<file path="src/rtl/muldiv_controller.sv">
// Iterative RV32M/RV64M multiply/divide unit with valid/ready handshakes on both sides.
// Shift-add multiply and restoring divide, one bit per cycle; sign fix-up on DONE entry.
module muldiv_controller #(
    parameter int XLEN   = 32,
    parameter bit DIV_EN = 1'b1
) (
    input  logic            clk,
    input  logic            rst_n,
    input  logic            kill,
    input  logic            in_valid,
    output logic            in_ready,
    input  logic [3:0]      instType,
    input  logic [2:0]      func3,
    input  logic [6:0]      func7,
    input  logic [XLEN-1:0] rs1_val,
    input  logic [XLEN-1:0] rs2_val,
    output logic            out_valid,
    input  logic            out_ready,
    output logic [XLEN-1:0] result,
    output logic            out_err,
    output logic            busy
);

    localparam logic [3:0]      INST_R_TYPE = 4'b0001;
    localparam int              CW          = $clog2(XLEN + 1);
    localparam logic [XLEN-1:0] MIN_NEG     = {1'b1, {(XLEN-1){1'b0}}};

    typedef enum logic [1:0] {IDLE, CALC, DONE} state_t;

    state_t            state;
    logic [CW-1:0]     cnt;
    logic [2:0]        op;
    logic              neg_q;
    logic              neg_r;
    logic [2*XLEN-1:0] acc;
    logic [XLEN-1:0]   mcand;
    logic [XLEN-1:0]   quo;
    logic [XLEN-1:0]   dvsr;
    logic [XLEN:0]     rem;

    function automatic logic [XLEN-1:0] negate_x(input logic [XLEN-1:0] v, input logic neg);
        return neg ? -v : v;
    endfunction

    function automatic logic [2*XLEN-1:0] negate_2x(input logic [2*XLEN-1:0] v, input logic neg);
        return neg ? -v : v;
    endfunction

    logic            legal;
    logic            div_op;
    logic            sgn_div;
    logic            a_neg;
    logic            b_neg;
    logic            div_zero;
    logic            div_ovf;
    logic [XLEN-1:0] mag_a;
    logic [XLEN-1:0] mag_b;

    always_comb begin
        div_op   = func3[2];
        legal    = (instType == INST_R_TYPE) && (func7 == 7'b0000001) && (!div_op || DIV_EN);
        sgn_div  = div_op && !func3[0];
        // MULH signs both operands, MULHSU only rs1; MUL/MULHU are unsigned
        a_neg    = ($signed(rs1_val) < 0) && (div_op ? sgn_div : (func3 == 3'b001 || func3 == 3'b010));
        b_neg    = ($signed(rs2_val) < 0) && (div_op ? sgn_div : (func3 == 3'b001));
        div_zero = (rs2_val == '0);
        div_ovf  = sgn_div && (rs1_val == MIN_NEG) && (rs2_val == '1);
        mag_a    = negate_x(rs1_val, a_neg);
        mag_b    = negate_x(rs2_val, b_neg);
    end

    logic [XLEN:0]     mul_sum;
    logic [2*XLEN-1:0] acc_step;
    logic [XLEN+1:0]   div_shift;
    logic [XLEN+1:0]   div_diff;
    logic [XLEN:0]     rem_step;
    logic [XLEN-1:0]   quo_step;
    logic [2*XLEN-1:0] prod_fin;
    logic [XLEN-1:0]   calc_res;

    always_comb begin
        mul_sum   = {1'b0, acc[2*XLEN-1:XLEN]} + (acc[0] ? {1'b0, mcand} : '0);
        acc_step  = {mul_sum, acc[XLEN-1:1]};
        div_shift = {rem, quo[XLEN-1]};
        div_diff  = div_shift - {2'b00, dvsr};
        rem_step  = div_diff[XLEN+1] ? div_shift[XLEN:0] : div_diff[XLEN:0];
        quo_step  = {quo[XLEN-2:0], ~div_diff[XLEN+1]};
        prod_fin  = negate_2x(acc_step, neg_q);
        if (op[2])
            calc_res = op[1] ? negate_x(rem_step[XLEN-1:0], neg_r) : negate_x(quo_step, neg_q);
        else
            calc_res = (op[1:0] == 2'b00) ? prod_fin[XLEN-1:0] : prod_fin[2*XLEN-1:XLEN];
    end

    always_ff @(posedge clk) begin
        if (!rst_n) begin
            state     <= IDLE;
            cnt       <= '0;
            op        <= '0;
            neg_q     <= 1'b0;
            neg_r     <= 1'b0;
            acc       <= '0;
            mcand     <= '0;
            quo       <= '0;
            dvsr      <= '0;
            rem       <= '0;
            out_valid <= 1'b0;
            result    <= '0;
            out_err   <= 1'b0;
        end else if (kill) begin
            state     <= IDLE;
            out_valid <= 1'b0;
            out_err   <= 1'b0;
        end else begin
            case (state)
                IDLE: begin
                    if (in_valid) begin
                        op      <= func3;
                        out_err <= 1'b0;
                        if (!legal) begin
                            state     <= DONE;
                            out_valid <= 1'b1;
                            result    <= '0;
                            out_err   <= 1'b1;
                        end else if (div_op && div_zero) begin
                            state     <= DONE;
                            out_valid <= 1'b1;
                            result    <= func3[1] ? rs1_val : '1;
                        end else if (div_ovf) begin
                            state     <= DONE;
                            out_valid <= 1'b1;
                            result    <= func3[1] ? '0 : rs1_val;
                        end else begin
                            state <= CALC;
                            cnt   <= CW'(XLEN);
                            neg_q <= a_neg ^ b_neg;
                            neg_r <= a_neg;
                            mcand <= mag_b;
                            acc   <= {{XLEN{1'b0}}, mag_a};
                            rem   <= '0;
                            quo   <= mag_a;
                            dvsr  <= mag_b;
                        end
                    end
                end
                CALC: begin
                    cnt <= cnt - 1'b1;
                    if (op[2]) begin
                        rem <= rem_step;
                        quo <= quo_step;
                    end else begin
                        acc <= acc_step;
                    end
                    if (cnt == CW'(1)) begin
                        state     <= DONE;
                        out_valid <= 1'b1;
                        result    <= calc_res;
                    end
                end
                DONE: begin
                    if (out_ready) begin
                        state     <= IDLE;
                        out_valid <= 1'b0;
                    end
                end
                default: state <= IDLE;
            endcase
        end
    end

    assign in_ready = (state == IDLE);
    assign busy     = (state != IDLE);

endmodule

</file>
<file path="config.mk">
export PLATFORM = sky130hd
export DESIGN_NAME = muldiv_controller
export DESIGN_NICKNAME = d
export VERILOG_FILES = /design/src/rtl/muldiv_controller.sv
export SDC_FILE = /design/constraint.sdc
export NUM_CORES = 1
export LEC_CHECK = 0
export BUFFER_PORTS_ARGS = -buffer_cell sky130_fd_sc_hd__buf_2
export CAP_MARGIN = 15
export CORE_MARGIN = 2
export CORE_UTILIZATION = 48
export CTS_CLUSTER_DIAMETER = 50
export DETAILED_ROUTE_END_ITERATION = 10
export PLACE_DENSITY = 0.65
export SYNTH_ARGS = -nofsm -noshare
export SYNTH_HDL_FRONTEND = slang
export SYNTH_SLANG_ARGS = --single-unit
</file>
<file path="constraint.sdc">
create_clock -name clk -period 11.23 [get_ports clk]
set_input_delay 2.246 -clock clk [delete_from_list [all_inputs] [get_ports clk]]
set_output_delay 2.246 -clock clk [all_outputs]
set_load 0.01 [all_outputs]
</file>
-- Word-level counts from Yosys, hierarchy flattened
Cells that the tools add are included.
- memory bits (read-only): 0
- word-level logic and storage cells: 129
- bits in registers: 208
- memories: 0
- bits in latches: 0
- RAM bits: 0
- output and inout port bits: 36
- input port bits: 83
- add/subtract/negate cells: 8
- shift-type cells: 0
- multiplexer cells: 58
- reduce and logical (&&, ||, !) cells: 25
- equality and inequality tests: 18
- divide/modulo/power cells: 0
- order comparisons: 2
- $mul: 0
- bitwise gates (word level): 6
- operators with widths (cell ; number):
    2-to-1 mux 32 bit ; 20
    2-to-1 mux 64 bit ; 6
    2-to-1 mux 33 bit ; 6
    negation 32 bit ; 4
    one-hot mux 32 bit (2 select lines) ; 2
    one-hot mux 64 bit (2 select lines) ; 1
    one-hot mux 33 bit (2 select lines) ; 1
    equality test 32 bit, second input constant ; 2
    less-than comparator 32 x 1 -> 1 bit, second input constant ; 2
    negation 64 bit ; 1
    subtractor 34 x 32 -> 34 bit ; 1
    adder 32 x 32 -> 33 bit ; 1
    zero test 32 bit ; 1
    2-to-1 mux 6 bit ; 4
    inequality test 2 bit, second input constant ; 7
    AND reduction 7 bit ; 2
    2-to-1 mux 2 bit ; 6
    one-hot mux 6 bit (2 select lines) ; 1
    AND reduction 6 bit ; 2
    AND reduction 5 bit ; 2
    2-to-1 mux 1 bit ; 9
    equality test 7 x 1 -> 1 bit, second input constant ; 1
    logical AND 1 bit ; 7
    equality test 6 x 1 -> 1 bit, second input constant ; 1
    20 further kinds ; 27

-- Longest topological paths before layout
- word-level depth: 10
- mapped depth: 23
- depth with buffers taken out: 20

-- Worst setup path before layout
No wires, ideal clock.
- kind: input-to-reg
- start: input port rs1_val[1]
- end: register result[11]
- required time: 11.093 ns
- cell stages on the path: 12
- path buffers: 3
- arrival: 5.745 ns
- library setup time: 0.137 ns
- path slack: 5.348 ns
- path through: inv_1 > ha_1 > or4b_2 > nor4_2 > nand4_1 > o311a_1 > o21a_1 > nor4_1 > clkbuf_1 > clkbuf_1 > buf_1 > a31oi_1
- word-level cells in the longest chain between the ends: 5
- ends and longest elaborated chain (what ; RTL line ; RTL):
    start, declared ; 15 ; input logic [XLEN-1:0] rs1_val,
    equality test 32 bit ; 67 ; div_ovf = sgn_div && (rs1_val == MIN_NEG) && (rs2_val == '1);
    logical AND 1 bit (2 in series) ; 67 ;
    inequality test 4 x 2 -> 1 bit (no source line) ; n/a ;
    AND reduction 5 bit (no source line) ; n/a ;
    end signal, assigned ; 128 ; result <= func3[1] ? rs1_val : '1;
    end signal, assigned ; 132 ; result <= func3[1] ? '0 : rs1_val;
    end signal, assigned ; 157 ; result <= calc_res;
    end, declared ; 19 ; output logic [XLEN-1:0] result,
Every way passes these cells.
A chain may end at the register's enable or synchronous reset.

-- Worst setup path in the final report
- start: register dvsr[26]
- end: register result[30]
- word-level cells in the longest chain between the ends: 8
- elaborated cells between the ends (all ways): 16
- those cells by class: add/sub (5); mux (10); bitwise (1)
- ends and longest elaborated chain (what ; RTL line ; RTL):
    start, declared ; 38 ; logic [XLEN-1:0] dvsr;
    start signal, assigned ; 142 ; dvsr <= mag_b;
    2-to-1 mux 32 bit / subtractor 34 x 32 -> 34 bit (equally long branches) ; n/a ;
    adder 32 x 32 -> 33 bit (tied with other cells) ; n/a ;
    negation 64 bit / negation 32 bit (equally long branches) ; n/a ;
    2-to-1 mux 64 bit / 2-to-1 mux 32 bit (equally long branches) ; n/a ;
    2-to-1 mux 32 bit, on equally long branches ; n/a ;
    2-to-1 mux 32 bit * ; 89 ; if (op[2])
    2-to-1 mux 32 bit * ; 154 ; if (cnt == CW'(1)) begin
    one-hot mux 32 bit (2 select lines) * ; 115 ; case (state)
Mark *: on every way between the ends. The rest lies on a longest branch, timed or not. The select of a mux whose other input is x is not followed.

==> results.json <==
{
  "dpl_worst_slack_ns": 4.49,
  "status": "finished, final reports clean",
  "max-clock-path-buffers": 3,
  "switching_share_pct": 28.2,
  "ys_seq_area_share_pct": 22.0,
  "drv_slew": 0,
  "synth-seq-cells": 208,
  "comb_power_share_pct": 13.7,
  "synth_top_flop_cell": "dfxtp_1",
  "grt_first_pass_wirelength_um": 111000,
  "gr-usage-all-layers_pct": 34.5,
  "drv_cap": 0,
  "avgSynthCellArea_um2": 6.91,
  "peakVddDrop_mv": 0.107,
  "critPathLaunch": "dvsr[26]",
  "p_int_mw": 1.54,
  "synth_largest_area_cell": "dfxtp_1",
  "tritoncts": "built",
  "rsz0062_at_grt": "false",
  "n_fill_cell": 3893,
  "layout.nets": 2880,
  "cts.sinks": 208,
  "cp.arrival_ns": 7.30,
  "die_y_um": 202,
  "synth-edff-count": 0,
  "grt_pass1_vias": 18600,
  "drtIter0Drc": 2517,
  "clockRootBuffer": "clkbuf_16",
  "dpl.hpwl_um": 55800,
  "area_delta_synth_final_pct": 10.1,
  "rr_endpoint": "result[30]",
  "clk_latency_ns": 0.60,
  "cts_htree_levels": 1,
  "min_from": "cnt[4]",
  "hold_ws_ns": 0.503,
  "holdPathEnd": "cnt[4]",
  "core_um2": 38700,
  "num_vias": 21100,
  "die_x_um": 202,
  "worstSetupPathType": "flop to flop",
  "rows": 72,
  "setup_slack_ns": 4.48,
  "final_core_util_pct": 53.7,
  "cts_hold_buf": 0,
  "slew_headroom_pct": 17.5,
  "dr.pass1.iters": 6,
  "grt_overflow": 0,
  "regArea_um2": 4170,
  "total_power_mw": 2.15,
  "mappedNetlistArea_um2": 18900,
  "synth_top_area_share_pct": 22.0,
  "syn_inst": 2733,
  "io_buffers": 118,
  "cts_setup_buffers": 0,
  "hold_violations": 0,
  "dpl_cell_area_um2": 19700,
  "worstReg2RegStart": "dvsr[26]",
  "setup_viol": 0,
  "cts.repair.resized": 0,
  "synth-warning-count": 0,
  "finalClockSkew_ns": 0.0101,
  "startpoint_type": "flop",
  "ant_nets": 0,
  "crit_path_max_fanout": 43,
  "finalCriticalPeriod_ns": 6.75,
  "grt_max_degree": 102,
  "reg2regPathDepth": 20,
  "whs_path_depth": 2,
  "layout.cells.non_filler": 3264,
  "routedWlPerCell_um": 22.6,
  "multi_input_area_um2": 13800,
  "ios": 119,
  "worstMarginPinSlew_ns": 1.23,
  "drive_above_1_share_pct": 9.87,
  "power.share.clock_pct": 50.5,
  "synthArstFlopShare_pct": 0,
  "finalWeightedCongestion": 1.02,
  "dpl.cell_count": 3208,
  "clkTransAtPathRegs_ns": 0.06,
  "via_per_inst": 6.46,
  "critPathRequiredTime_ns": 11.78,
  "finalCritPeriodShare_pct": 60.1,
  "drt-total-wl_um": 73700,
  "hp-class": "flop to flop",
  "cp-end-kind": "flop",
  "start_util_pct": 48.8,
  "fin_tns_setup_ns": 0,
  "synth.top_cells.by_area": "dfxtp_1 (22%), nor2_1 (9.4%), a21oi_1 (8.8%)",
  "numCtsBuffers": 31,
  "power_density_nw_per_um2": 103,
  "final_area_um2": 20800,
  "max_freq_mhz": 148,
  "r2r_slack_ns": 4.48,
  "grt_antenna_before_repair": 1,
  "p_leak_nw": 8.48,
  "synth_nets": 2890,
  "synth.most_common_cell": "nor2_1",
  "netlist-cell-type-count": 91,
  "p_seq_share_pct": 35.8,
  "switchingPower_mw": 0.605,
  "synthTopCellsByCount": "nor2_1 (475), a21oi_1 (332), dfxtp_1 (208), nand2_1 (175), clkbuf_1 (166)",
  "drc_errors": 0,
  "die_area_um2": 41000
}
==> critical path: stages (launching register included) <==
cell	delay (ns)
dfxtp_1	0.37
inv_1	0.09
ha_1	0.40
a21oi_1	0.28
o21ai_0	0.13
a2111oi_0	0.71
o221ai_1	0.47
o21a_1	0.44
nor2_4	0.14
buf_4	0.45
inv_2	0.45
a21oi_1	0.32
ha_1	0.27
nand2_1	0.07
a21oi_1	0.19
a2bb2o_1	0.38
or3_1	0.33
nor4b_1	0.61
nand4_1	0.18
a21oi_1	0.19
o221a_2	0.18
==> power by group through the flow <==
| stage | combinational (mW) | clock, mW | sequential, mW |
|---|---|---|---|
| 3_5_place_dp | 0.285 | 0 | 0.785 |
| 2_1_floorplan | 0.191 | 0 | 0.782 |
| 4_1_cts | 0.287 | 1.09 | 0.769 |
| 5_1_grt | 0.318 | 1.12 | 0.771 |
| 3_3_place_gp | 0.282 | 0 | 0.785 |
| 6_report | 0.294 | 1.08 | 0.770 |
==> kinds of logic (layout without fill, tap and decap cells) <==
| kind of cell | count (synthesis) | after routing | share of synthesized area [%] |
|---|---|---|---|
| AO/OA/AOI/OAI | 867 | 867 | 28.8 |
| flip-flops | 208 | 208 | 22.0 |
| XOR/XNOR | 197 | 197 | 9.13 |
| AND/OR/NAND/NOR | 1095 | 1095 | 27.8 |
| adder cells (fa/ha/maj) | 77 | 77 | 5.14 |
| multiplexers | 37 | 37 | 2.01 |
| buffers and inverters | 252 | 264 | 5.09 |
| other | 0 | 1 | 0 |
==> flip-flops by register name (all words and copies together), names as in the netlist, 2 cells and up <==
name and cells:
state 2, result 32, cnt 6, dvsr 32
quo 32, rem 33, op 3, acc 64
==> layout by cell type, fill, tap and decap left out, drive strengths merged, types with 17 or more instances in the layout <==
cell | netlist | final
nand4 | 37 | 37
a22oi | 43 | 43
ha | 72 | 72
or2 | 25 | 25
nor4 | 26 | 26
nor2 | 475 | 475
o211ai | 17 | 17
a21o | 26 | 26
o21a | 18 | 18
a211oi | 19 | 19
or4 | 25 | 25
buf | 17 | 141
o41ai | 25 | 25
dfxtp | 208 | 208
nand2 | 175 | 175
a21oi | 332 | 332
clkbuf | 167 | 35
or3 | 39 | 39
a31oi | 31 | 31
xor2 | 90 | 90
mux2i | 29 | 29
nand3 | 32 | 32
inv | 68 | 72
o31ai | 48 | 48
nor3 | 122 | 122
nand2b | 29 | 29
o21ai | 164 | 164
and2 | 54 | 54
xnor2 | 107 | 107
==> layer usage <==
metal | vias up | global-route usage, % | routed length, um
met2 | 996 | 52.1 | 31400
met4 | 0 | 16.0 | 3700
met1 | 10000 | 48.8 | 32300
met3 | 161 | 4.10 | 6350
met5 | - | 0 | 0
li1 | 9894 | - | -
==> area by class of cell <==
class	count	share of cell area, %
clock inverters	20	1.55
well taps	518	3.11
clock buffers	35	3.94
flip-flops and latches	208	20.0
inverters	68	1.25
diodes	1	0.0120
repair buffers	141	3.67
multi-input cells	2273	66.4
==> worst max-delay path by stage <==
stage	to	slack, ns
final	result[30]	4.48
after global routing	result[30]	4.18
after CTS	result[30]	4.74
after detailed placement	acc[24]	4.49
after global placement	quo[16]	4.62
after floorplan	result[11]	5.35
Power figures use the tool's default switching activity.
